**src/rtl/fir_pkg.sv**
```systemverilog
// fir_pkg: shared sample/frame geometry for the packer and the decimating FIR.
// Latency: n/a (types and constants only).
// Backpressure: n/a.
package fir_pkg;

  localparam int DATA_WIDTH  = 16;
  localparam int CHANNELS    = 2;   // only 2 is supported
  localparam int P_SAMPLES   = 8;   // power of two, >= 2
  localparam int FRAME_WIDTH = CHANNELS * P_SAMPLES * DATA_WIDTH;
  localparam int HALF_WIDTH  = P_SAMPLES * DATA_WIDTH;
  localparam int CNT_W       = $clog2(P_SAMPLES);

  typedef logic signed [DATA_WIDTH-1:0]  sample_t;
  typedef logic        [FRAME_WIDTH-1:0] frame_t;

endpackage

```
**src/rtl/sample_packer.sv**
```systemverilog
// sample_packer: packs P_SAMPLES two-channel beats into one FIR frame, newest sample in lane 0.
// Latency: frame valid the cycle after its completing beat is accepted.
// Backpressure: only a frame-completing beat stalls, and only while the output slot is full and not draining.
//
// Ports:
//   clk, nrst           single rising-edge clock, async active-low reset
//   s_tvalid/s_tready   input beat handshake; s_tdata[15:0]=CH0, [31:16]=CH1
//   s_tlast             only with SAMPLE_PACKER_TLAST_EN: closes the frame early, unwritten lanes zero
//   m_tvalid/m_tready   output frame handshake; m_tdata CH0 lanes in [127:0], CH1 lanes in [255:128]
// Optional feature macro: SAMPLE_PACKER_TLAST_EN
module sample_packer
  import fir_pkg::*;
(
  input  logic                             clk,
  input  logic                             nrst,
  input  logic                             s_tvalid,
  output logic                             s_tready,
  input  logic [CHANNELS*DATA_WIDTH-1:0]   s_tdata,
`ifdef SAMPLE_PACKER_TLAST_EN
  input  logic                             s_tlast,
`endif
  output logic                             m_tvalid,
  input  logic                             m_tready,
  output frame_t                           m_tdata
);

  logic             r_rdy_en;
  logic [CNT_W-1:0] r_cnt;
  frame_t           r_fill;
  frame_t           r_out;
  logic             r_out_vld;

  logic                 w_close;
  logic                 w_accept;
  logic                 w_complete;
  logic [CNT_W-1:0]     w_lane;
  logic [P_SAMPLES-1:0] w_wr;
  frame_t               w_fill_next;
  frame_t               w_frame;

`ifdef SAMPLE_PACKER_TLAST_EN
  assign w_close = (r_cnt == CNT_W'(P_SAMPLES-1)) || s_tlast;
`else
  assign w_close = (r_cnt == CNT_W'(P_SAMPLES-1));
`endif

  // m_tready reaches s_tready combinationally so a draining slot can take a completing beat.
  assign s_tready   = r_rdy_en && !(w_close && r_out_vld && !m_tready);
  assign w_accept   = s_tvalid && s_tready;
  assign w_complete = w_accept && w_close;

  // First beat of a frame lands in the top (oldest) lane, counting down to lane 0.
  assign w_lane = CNT_W'(P_SAMPLES-1) - r_cnt;

  for (genvar j = 0; j < P_SAMPLES; j++) begin : g_lane
    assign w_wr[j] = w_accept && (w_lane == CNT_W'(j));
    assign w_fill_next[j*DATA_WIDTH +: DATA_WIDTH] =
      w_wr[j] ? s_tdata[DATA_WIDTH-1:0] : r_fill[j*DATA_WIDTH +: DATA_WIDTH];
    assign w_fill_next[HALF_WIDTH + j*DATA_WIDTH +: DATA_WIDTH] =
      w_wr[j] ? s_tdata[2*DATA_WIDTH-1:DATA_WIDTH] : r_fill[HALF_WIDTH + j*DATA_WIDTH +: DATA_WIDTH];
`ifdef SAMPLE_PACKER_TLAST_EN
    // Lanes below the last-written lane still hold the previous frame; blank them on an early close.
    assign w_frame[j*DATA_WIDTH +: DATA_WIDTH] =
      (CNT_W'(j) >= w_lane) ? w_fill_next[j*DATA_WIDTH +: DATA_WIDTH] : '0;
    assign w_frame[HALF_WIDTH + j*DATA_WIDTH +: DATA_WIDTH] =
      (CNT_W'(j) >= w_lane) ? w_fill_next[HALF_WIDTH + j*DATA_WIDTH +: DATA_WIDTH] : '0;
`endif
  end

`ifndef SAMPLE_PACKER_TLAST_EN
  assign w_frame = w_fill_next;
`endif

  always_ff @(posedge clk or negedge nrst) begin
    if (!nrst) begin
      r_rdy_en  <= 1'b0;
      r_cnt     <= '0;
      r_fill    <= '0;
      r_out     <= '0;
      r_out_vld <= 1'b0;
    end else begin
      r_rdy_en <= 1'b1;
      if (w_accept) begin
        r_fill <= w_fill_next;
        r_cnt  <= w_complete ? '0 : r_cnt + 1'b1;
      end
      // A completion on the draining edge reloads the slot, so valid never dips.
      if (w_complete) begin
        r_out     <= w_frame;
        r_out_vld <= 1'b1;
      end else if (m_tready) begin
        r_out_vld <= 1'b0;
      end
    end
  end

  assign m_tvalid = r_out_vld;
  assign m_tdata  = r_out;

endmodule

```
**config.mk**
```make
export PLATFORM = sky130hd
export DESIGN_NAME = sample_packer
export DESIGN_NICKNAME = d
export VERILOG_FILES = /design/src/rtl/fir_pkg.sv /design/src/rtl/sample_packer.sv
export SDC_FILE = /design/constraint.sdc
export NUM_CORES = 1
export LEC_CHECK = 0
export BUFFER_PORTS_ARGS = -buffer_cell sky130_fd_sc_hd__buf_4
export CAP_MARGIN = 10
export CORE_MARGIN = 2
export CORE_UTILIZATION = 25
export DETAILED_ROUTE_END_ITERATION = 8
export GPL_TIMING_DRIVEN = 0
export MAX_ROUTING_LAYER = met4
export PLACE_DENSITY = 0.38
export SLEW_MARGIN = 20
export SYNTH_ARGS = -nofsm -noshare
export SYNTH_HDL_FRONTEND = slang
export SYNTH_SLANG_ARGS = --single-unit
```
**constraint.sdc**
```tcl
create_clock -name clk -period 3.6 [get_ports clk]
set_clock_uncertainty 0.15 [all_clocks]
set_input_delay 0.18 -clock clk [delete_from_list [all_inputs] [get_ports clk]]
set_output_delay 0.18 -clock clk [all_outputs]
set_load 0.02 [all_outputs]
```
==> flow_summary.ini, run 1 <==
[timing]
final-max-slew-violation-count = 0
rsz0062_at_grt = false
min_period_over_period_pct = 92.2
final_period_minus_worst_setup_slack_ns = 3.32
worst_slack_ns = 0.283
relSlewSlack_pct = 8.74
worst_pin_slew_ns = 1.33
holdWs_ns = 0.178
hold_viol_final = 0
fmax_mhz = 301
setup_viol = 0

[routing]
drc_errors = 0
postRouteAntennaNets = 0
drt_first_pass_iters = 5
drtIter0Drc = 1552
routed_wl_um = 98200
wl_per_cell_um = 28.2
via_count = 18300
viasPerCell = 5.26

[place]
place.gp.congestion = 0.824
placedInstanceArea_um2 = 25400
hpwl_um = 69100
place_inst = 3347
dp_slack_ns = 0.924
portBuffers = 293

[setup_path]
critPathCaptureType = output port
cp.required_ns = 3.27
cp-start-kind = flip-flop
path_class = flip-flop to output port
arrival_ns = 2.99
path_max_fanout = 10

[floorplanning]
die_y_um = 298
pin_count = 294
rows = 107
start_util_pct = 25.3
core-area_um2 = 85400
die_w_um = 298
dieArea_um2 = 88900

[clocking]
clk_latency_ns = 0.62
clockRootBuffer = clkbuf_16
clock_path_buffers = 3
cts_setup_buffers = 0
cts_buffers = 55
cts_tree = done
htreeDepth = 2
ctsHoldBuffers = 35
cts.sinks = 485
cts.repair.resized = 0
clk_pin_slew_ns = 0.07

[outcome]
status = finished clean

[synthesis]
synthesis.nets = 1947
syn_avg_cell_area_um2 = 11.4
synthArstFlopShare_pct = 100
synth-warning-count = 0
ys_seq_area_share_pct = 56.1
syn_inst = 1905
syn-cell-area_um2 = 21600
synth_cell_types = 37
synth_seq_cells = 485
synth_edf_count = 0
synthFlopType = dfrtp_1

[final_layout]
layout.cells.non_filler = 3477
nNetsFinal = 2337
layout_common_cells = dfrtp_1, nor4_1, buf_4
syn2layout_area_growth_pct = 27.0
layout_commonest_cell = dfrtp_1
final_area_um2 = 27500
drive_gt1_share_pct = 30.0

[power_and_ir_drop]
ir_drop_uv = 252
p_leak_nw = 11.4
p_per_area_nw_per_um2 = 897

[global_routing]
grt_first_pass_wirelength_um = 139000
gr-total-overflow = 0
antenna_found_initial = 6
grt_pass1_vias = 18700
grt_max_degree = 95
grtUsageTotal_pct = 22.2

[flow_run]
maxCapViolCount = 0

[min_path]
hold_path_class = primary input to flip-flop
==> where the power goes <==
part | internal [mW] | switching (mW)
combinational | 4.12 | 4.99
sequential | 8.13 | 1.94
clock | 3.12 | 2.34
==> worst paths after layout <==
kind / end / from / cells past startpoint / slack [ns]
min in group asynchronous: m_tdata[117]$_DFFE_PN0P_ / nrst / 3 / 0.47
hold / removal: m_tdata[17]$_DFFE_PN0P_ / s_tvalid / 5 / 0.18
max in group asynchronous: m_tdata[149]$_DFFE_PN0P_ / nrst / 5 / 1.55
setup reg to reg: m_tdata[69]$_DFFE_PN0P_ / r_cnt[0]$_DFFE_PN0P_ / 6 / 0.70
setup / recovery: s_tready / r_cnt[0]$_DFFE_PN0P_ / 8 / 0.28
hold reg to reg: r_fill[113]$_DFFE_PN0P_ / r_fill[113]$_DFFE_PN0P_ / 1 / 0.34
==> through the flow <==
step,setup TNS [ns],power (mW),utilization (%)
floorplan,0,14.7,-
CTS,0,24.9,32.1
global route,0,26.0,32.2
detailed placement,0,19.3,29.7
global placement,-1529.42,19.2,29.6
finish,0,24.6,32.2
==> routing by layer <==
layer  track usage, %  share of wire [%]  vias up  routed length [um]
li1                 -                  -     8080                   -
met1             29.0                 44     9390               43500
met2             34.8                 46      647               45500
met3             4.30                6.2      165                6100
met4             6.70                3.1        0                3050
met5                -                  0        -                   0
==> state kept, by name, indices dropped and copies added, names as in the netlist <==
signal	count
m_tdata	256
r_rdy_en	1
r_cnt	3
r_fill	224
m_tvalid	1
==> cells in the mapped netlist (2+ instances only) <==
master / count / area share [%]
a21oi_1: 192 / 4.4
buf_1: 11 / 0.19
nor2_1: 2 / 0.035
dfrtp_1: 485 / 56
nor2_4: 3 / 0.16
a21bo_1: 2 / 0.093
a21bo_2: 30 / 1.4
mux2_1: 55 / 2.9
nor4_1: 384 / 11
a2111oi_0: 32 / 1.3
nand2_1: 2 / 0.035
mux2_2: 170 / 8.8
nor2_2: 4 / 0.12
and4_1: 3 / 0.12
buf_2: 85 / 2.0
buf_6: 10 / 0.52
nor3_1: 192 / 4.4
nand4b_4: 3 / 0.33
and4b_1: 3 / 0.14
buf_4: 15 / 0.52
o21ai_0: 33 / 0.76
a2bb2oi_1: 32 / 1.3
nand4_1: 3 / 0.087
clkbuf_1: 133 / 2.3
inv_1: 4 / 0.069
ha_1: 6 / 0.35
==> cell families after synthesis <==
group,Yosys count,share of synthesized area (%)
AO/OA/AOI/OAI,322,9.31
buffers and inverters,258,5.58
flip-flops,485,56.1
other,1,0.0173
adder cells (fa/ha/maj),6,0.347
multiplexers,226,11.8
AND/OR/NAND/NOR,607,16.9
==> worst max-delay path: stages (launching register included) <==
cell,delay (ns)
dfrtp_1,0.44
ha_1,0.25
ha_1,0.29
and3b_1,0.23
buf_4,0.17
buf_6,0.17
buf_2,0.20
nor2b_1,0.39
buf_4,0.23
==> area by class of cell <==
class	instances	area [um2]
Antenna cell	2	5.00
Buffer	254	1190
Clock buffer	84	1620
Clock inverter	9	73.8
Fill cell	8850	58000
Inverter	4	15.0
Multi-Input combinational cell	1162	8290
Sequential cell	485	12100
Tap cell	1144	1430
Timing Repair Buffer	333	2710
No activity file was read; power rests on OpenSTA's default activity.
==> inputs of run 2 (changes only) <==
--- a/config.mk
+++ b/config.mk
@@ -5,6 +5,7 @@
 export SDC_FILE = /design/constraint.sdc
 export NUM_CORES = 1
 export LEC_CHECK = 0
+export ABC_AREA = 1
 export BUFFER_PORTS_ARGS = -buffer_cell sky130_fd_sc_hd__buf_4
 export CAP_MARGIN = 10
 export CORE_MARGIN = 2
==> constraint.sdc (replaced) <==
create_clock -name clk -period 3.1 [get_ports clk]
set_clock_uncertainty 0.15 [all_clocks]
set_input_delay 0.155 -clock clk [delete_from_list [all_inputs] [get_ports clk]]
set_output_delay 0.155 -clock clk [all_outputs]
set_load 0.02 [all_outputs]
==> flow_summary.ini, run 2 <==
[synthesis]
synthesis.nets = 2423
syn_avg_cell_area_um2 = 8.78
synth_cell_types = 16
synthFlopType = dfrtp_1
synth_area_leaders = dfrtp_1, nand2_1, nand4_1, and2_1, nand3_1
synth_common_cells = nand2_1, dfrtp_1, inv_1
syn_inst = 2381
syn-cell-area_um2 = 20900
synth-warning-count = 0
ys_seq_area_share_pct = 58.1
synth_seq_cells = 485
yosys.area.top_type = dfrtp_1
synth_top_cell_area_share_pct = 58.1
synthArstFlopShare_pct = 100
yosysMostFrequentCell = nand2_1
synth_edf_count = 0

[setup_path]
critPathCaptureType = flip-flop
cp-endpoint = m_tdata[239]$_DFFE_PN0P_
worstReg2RegStart = r_cnt[1]$_DFFE_PN0P_
arrival_ns = 3.24
path_max_fanout = 10
r2r_end = m_tdata[239]$_DFFE_PN0P_
reg2reg_slack_ns = 0.27
reg2reg_depth = 9
cp-start-kind = flip-flop
path_class = flip-flop to flip-flop
setup.worst_path.start = r_cnt[1]$_DFFE_PN0P_
cp.required_ns = 3.50

[place]
placedInstanceArea_um2 = 24600
place.gp.congestion = 0.807
dp_slack_ns = 0.224
place_inst = 3759
portBuffers = 292
hpwl_um = 56400

[timing]
worst_slack_ns = 0.267
worst_pin_slew_ns = 0.840
final_period_minus_worst_setup_slack_ns = 2.83
setup_viol = 0
relSlewSlack_pct = 44.0
min_period_over_period_pct = 91.4
tns_ns = 0
hold_viol_final = 0
final-max-slew-violation-count = 0
holdWs_ns = 0.0120
rsz0062_at_grt = false
fmax_mhz = 353

[power_and_ir_drop]
p_per_area_nw_per_um2 = 1030
ir_drop_uv = 416
p_leak_nw = 14.1
power_mw = 27.9

[global_routing]
grtUsageTotal_pct = 18.9
grt_first_pass_wirelength_um = 117000
grt_max_degree = 92
gr-total-overflow = 0
antenna_found_initial = 2
grt_pass1_vias = 17500

[floorplanning]
rows = 106
die_y_um = 293
die_w_um = 293
core-area_um2 = 83200
pin_count = 294
dieArea_um2 = 85900
start_util_pct = 25.1

[routing]
wl_per_cell_um = 20.3
postRouteAntennaNets = 0
routed_wl_um = 79200
top_layer = met4
dr_wl_met2_um = 36600
via_count = 17400
drc_errors = 0
drt_first_pass_iters = 7
drtIter0Drc = 1468
wirelength_met1_um = 35500
wl_met3_um = 5340
viasPerCell = 4.45

[min_path]
hold_path_class = primary input to async pin

[final_layout]
layout_commonest_cell = nand2_1
layout_common_cells = nand2_1, dfrtp_1, buf_4
largest_reg_flops = 256
final_area_um2 = 27100
layout.cells.non_filler = 3907
nNetsFinal = 2818
fin_util_pct = 32.6
syn2layout_area_growth_pct = 29.5
drive_gt1_share_pct = 17.8

[clocking]
cts_buffers = 60
cts_tree = done
clk_latency_ns = 0.63
clock_path_buffers = 3
clk_pin_slew_ns = 0.06
clockRootBuffer = clkbuf_16
htreeDepth = 2
cts.sinks = 485

[flow_run]
maxCapViolCount = 0

[outcome]
status = finished clean
==> run 2: cell count changes in the layout (fill, tap and decap cells not counted), sizes merged, moves of 75 or more <==
cell	previous run	this run
mux2	225	0
nand3	2	226
inv	5	269
and2	0	224
nand2	3	777
nor3	192	0
clkbuf	217	142
nor4	384	0
a21oi	192	0
nand4	3	232
==> run 2: cell type report <==
cell class,count,area [um2]
Inverter,269,1010
Timing Repair Buffer,333,2720
Clock inverter,19,193
Sequential cell,485,12100
Tap cell,1080,1350
Clock buffer,92,1900
Multi-Input combinational cell,1474,7040
Buffer,153,716
Fill cell,8714,56100
Antenna cell,2,5.00
==> run 2: logic make-up after synthesis <==
group                      after synthesis  share of synthesized area, %
DFF                                    485                          58.1
AOI/OAI and AO/OA                        3                        0.0718
and+or+nand+nor                       1464                          33.2
buffers and inverters                  422                          8.26
other                                    1                        0.0179
adders and majority gates                6                         0.359
==> run 2: routing by layer <==
metal / track usage [%] / vias up
li1: - / 8368
met1: 24.8 / 8411
met2: 29.6 / 496
met3: 4.24 / 110
met4: 4.80 / 0
met5: - / -
==> run 2: worst min path at each step <==
| stage | from | endpoint | slack [ns] |
|---|---|---|---|
| 2_1_floorplan | nrst | m_tdata[0]$_DFFE_PN0P_ | -0.29 |
| 6_report | nrst | m_tdata[58]$_DFFE_PN0P_ | 0.01 |
| 5_1_grt | nrst | m_tdata[13]$_DFFE_PN0P_ | 0.03 |
| 3_3_place_gp | s_tdata[20] | m_tdata[132]$_DFFE_PN0P_ | 0.21 |
| 4_1_cts | nrst | m_tdata[65]$_DFFE_PN0P_ | 0.01 |
| 3_5_place_dp | nrst | m_tdata[61]$_DFFE_PN0P_ | -0.15 |
==> run 2: what timing repair did <==
| item | 4_1_cts | 5_1_grt |
|---|---|---|
| hold buffers | 35 | 0 |
| buffers inserted | 0 | 0 |
| endpoints found under the hold margin | 434 | 0 |
| resized for setup | 0 | 0 |
==> run 2: where the power goes <==
part           leakage, nW  internal, mW  switching, mW
registers             5.69          9.24           1.43
clock network         1.04          4.45           2.91
logic                 7.32          4.02           5.85
==> run 2: worst max-delay path: stages (launching register included) <==
cell	delay, ns
dfrtp_1	0.40
inv_1	0.11
ha_1	0.18
inv_1	0.05
nor2_2	0.42
nand4_1	0.59
buf_2	0.44
nand2_1	0.13
nand3_1	0.16
nand2_1	0.11
==> inputs of run 3 (changes only) <==
--- a/config.mk
+++ b/config.mk
@@ -8,6 +8,7 @@
 export ABC_AREA = 1
 export BUFFER_PORTS_ARGS = -buffer_cell sky130_fd_sc_hd__buf_4
 export CAP_MARGIN = 10
+export CORE_ASPECT_RATIO = 0.5
 export CORE_MARGIN = 2
 export CORE_UTILIZATION = 25
 export DETAILED_ROUTE_END_ITERATION = 8
==> flow_summary.ini, run 3 (synthesis results as in run 2) <==
[global_routing]
grt_first_pass_wirelength_um = 114000
antenna_found_initial = 4
grt_max_degree = 89
gr-total-overflow = 0
grtUsageTotal_pct = 18.4
grt_pass1_vias = 17100

[place]
place_inst = 3781
portBuffers = 292
hpwl_um = 54100
placedInstanceArea_um2 = 24600
place.gp.congestion = 0.786

[floorplanning]
pin_count = 294
rows = 74
die_y_um = 208
dieArea_um2 = 86100
core-area_um2 = 82200
die_w_um = 413
start_util_pct = 25.4

[timing]
relSlewSlack_pct = 41.3
worst_pin_slew_ns = 0.881
min_period_over_period_pct = 94.0
rsz0062_at_grt = false
hold_viol_final = 0
final-max-slew-violation-count = 0
fmax_mhz = 343
setup_viol = 0
final_period_minus_worst_setup_slack_ns = 2.91

[routing]
wl_per_cell_um = 19.9
drc_errors = 0
wirelength_met1_um = 35800
drtIter0Drc = 1208
postRouteAntennaNets = 0
viasPerCell = 4.40
dr_wl_met2_um = 36300
wl_met3_um = 3830
drt_first_pass_iters = 5
via_count = 17200
routed_wl_um = 77500
top_layer = met4

[power_and_ir_drop]
p_per_area_nw_per_um2 = 995
p_leak_nw = 13.8
ir_drop_uv = 392

[outcome]
status = finished clean

[setup_path]
path_class = flip-flop to flip-flop
slowest_delay_ns = 0.65
cp_cell_sequence = inv_1 > ha_1 > inv_1 > nor2_2 > nand4_1 > buf_2 > nand2_1 > nand3_1 > nand2_1
path_max_fanout = 10
arrival_ns = 3.31
slowest_stage = nand4_1
cp-start-kind = flip-flop
cp.required_ns = 3.50
critPathCaptureType = flip-flop
reg2reg_depth = 9

[final_layout]
layout.cells.non_filler = 3905
layout_commonest_cell = nand2_1
nNetsFinal = 2811
largest_reg_flops = 256
layout_common_cells = nand2_1, dfrtp_1, buf_4
drive_gt1_share_pct = 16.9
syn2layout_area_growth_pct = 27.4
fill_cells = 8724
final_area_um2 = 26600

[clocking]
clock_path_buffers = 3
cts.sinks = 485
clk_pin_slew_ns = 0.06
clockRootBuffer = clkbuf_16
cts_buffers = 50
clk_latency_ns = 0.61
cts.repair.resized = 0
htreeDepth = 2
cts_tree = done

[min_path]
hold_path_class = primary input to flip-flop
hold_depth = 4

[flow_run]
maxCapViolCount = 0
-- run 3: stage by stage --
step	util, %	power [mW]	TNS (ns)	hold WS (ns)	setup slack [ns]
2_1_floorplan	-	16.3	0	-0.291	1.22
5_1_grt	32.4	28.3	0	0.138	0.0207
6_report	32.4	26.5	0	0.142	0.186
3_5_place_dp	30.0	20.5	-0.00884	-0.0261	-0.00838
3_3_place_gp	29.8	20.5	-1982.82	0.215	-4.18
4_1_cts	32.4	26.9	0	0.0992	0.0247
-- run 3: path summary, 6_finish.rpt --
| path | slack, ns | to | startpoint |
|---|---|---|---|
| setup reg to reg | 0.19 | m_tdata[238]$_DFFE_PN0P_ | r_cnt[1]$_DFFE_PN0P_ |
| hold reg to reg | 0.33 | m_tdata[93]$_DFFE_PN0P_ | m_tdata[93]$_DFFE_PN0P_ |
| min in group asynchronous | 0.50 | m_tdata[216]$_DFFE_PN0P_ | nrst |
| max in group asynchronous | 1.12 | m_tdata[115]$_DFFE_PN0P_ | nrst |
| hold / removal | 0.14 | m_tdata[135]$_DFFE_PN0P_ | s_tdata[23] |
| setup / recovery | 0.19 | m_tdata[238]$_DFFE_PN0P_ | r_cnt[1]$_DFFE_PN0P_ |
-- run 3: critical path, delay by kind of cell (launching register included) --
family	cells	cell delay (ns)
adders and majority gates	1	0.17
DFF	1	0.40
buffers and inverters	3	0.62
and+or+nand+nor	5	1.49
-- run 3: what timing repair did --
item	4_1_cts	5_1_grt
endpoints found under the hold margin	221	0
pin swaps	1	2
endpoints found under the setup margin	7	16
hold buffers	37	0
buffers inserted	0	1
-- run 3: layout make-up --
type / instances / area [um2] / area share, %
flip-flops and latches: 485 / 12100 / 45.6
multi-input cells: 1474 / 7040 / 26.4
repair buffers: 336 / 2760 / 10.4
clock buffers: 74 / 1500 / 5.62
well taps: 1102 / 1380 / 5.18
inverters: 269 / 1010 / 3.79
plain buffers: 153 / 716 / 2.69
clock inverters: 10 / 78.8 / 0.296
diodes: 2 / 5.00 / 0.0188
-- run 3: power by group --
part	internal, mW	switching [mW]	leakage, nW
Sequential	9.23	1.31	5.69
Combinational	4.03	5.80	7.34
Clock	3.40	2.71	0.782
-- run 3: layer usage --
metal / up-vias / track usage (%)
li1: 8330 / -
met3: 110 / 3.10
met1: 8377 / 24.8
met4: 0 / 4.35
met5: - / -
met2: 359 / 28.8
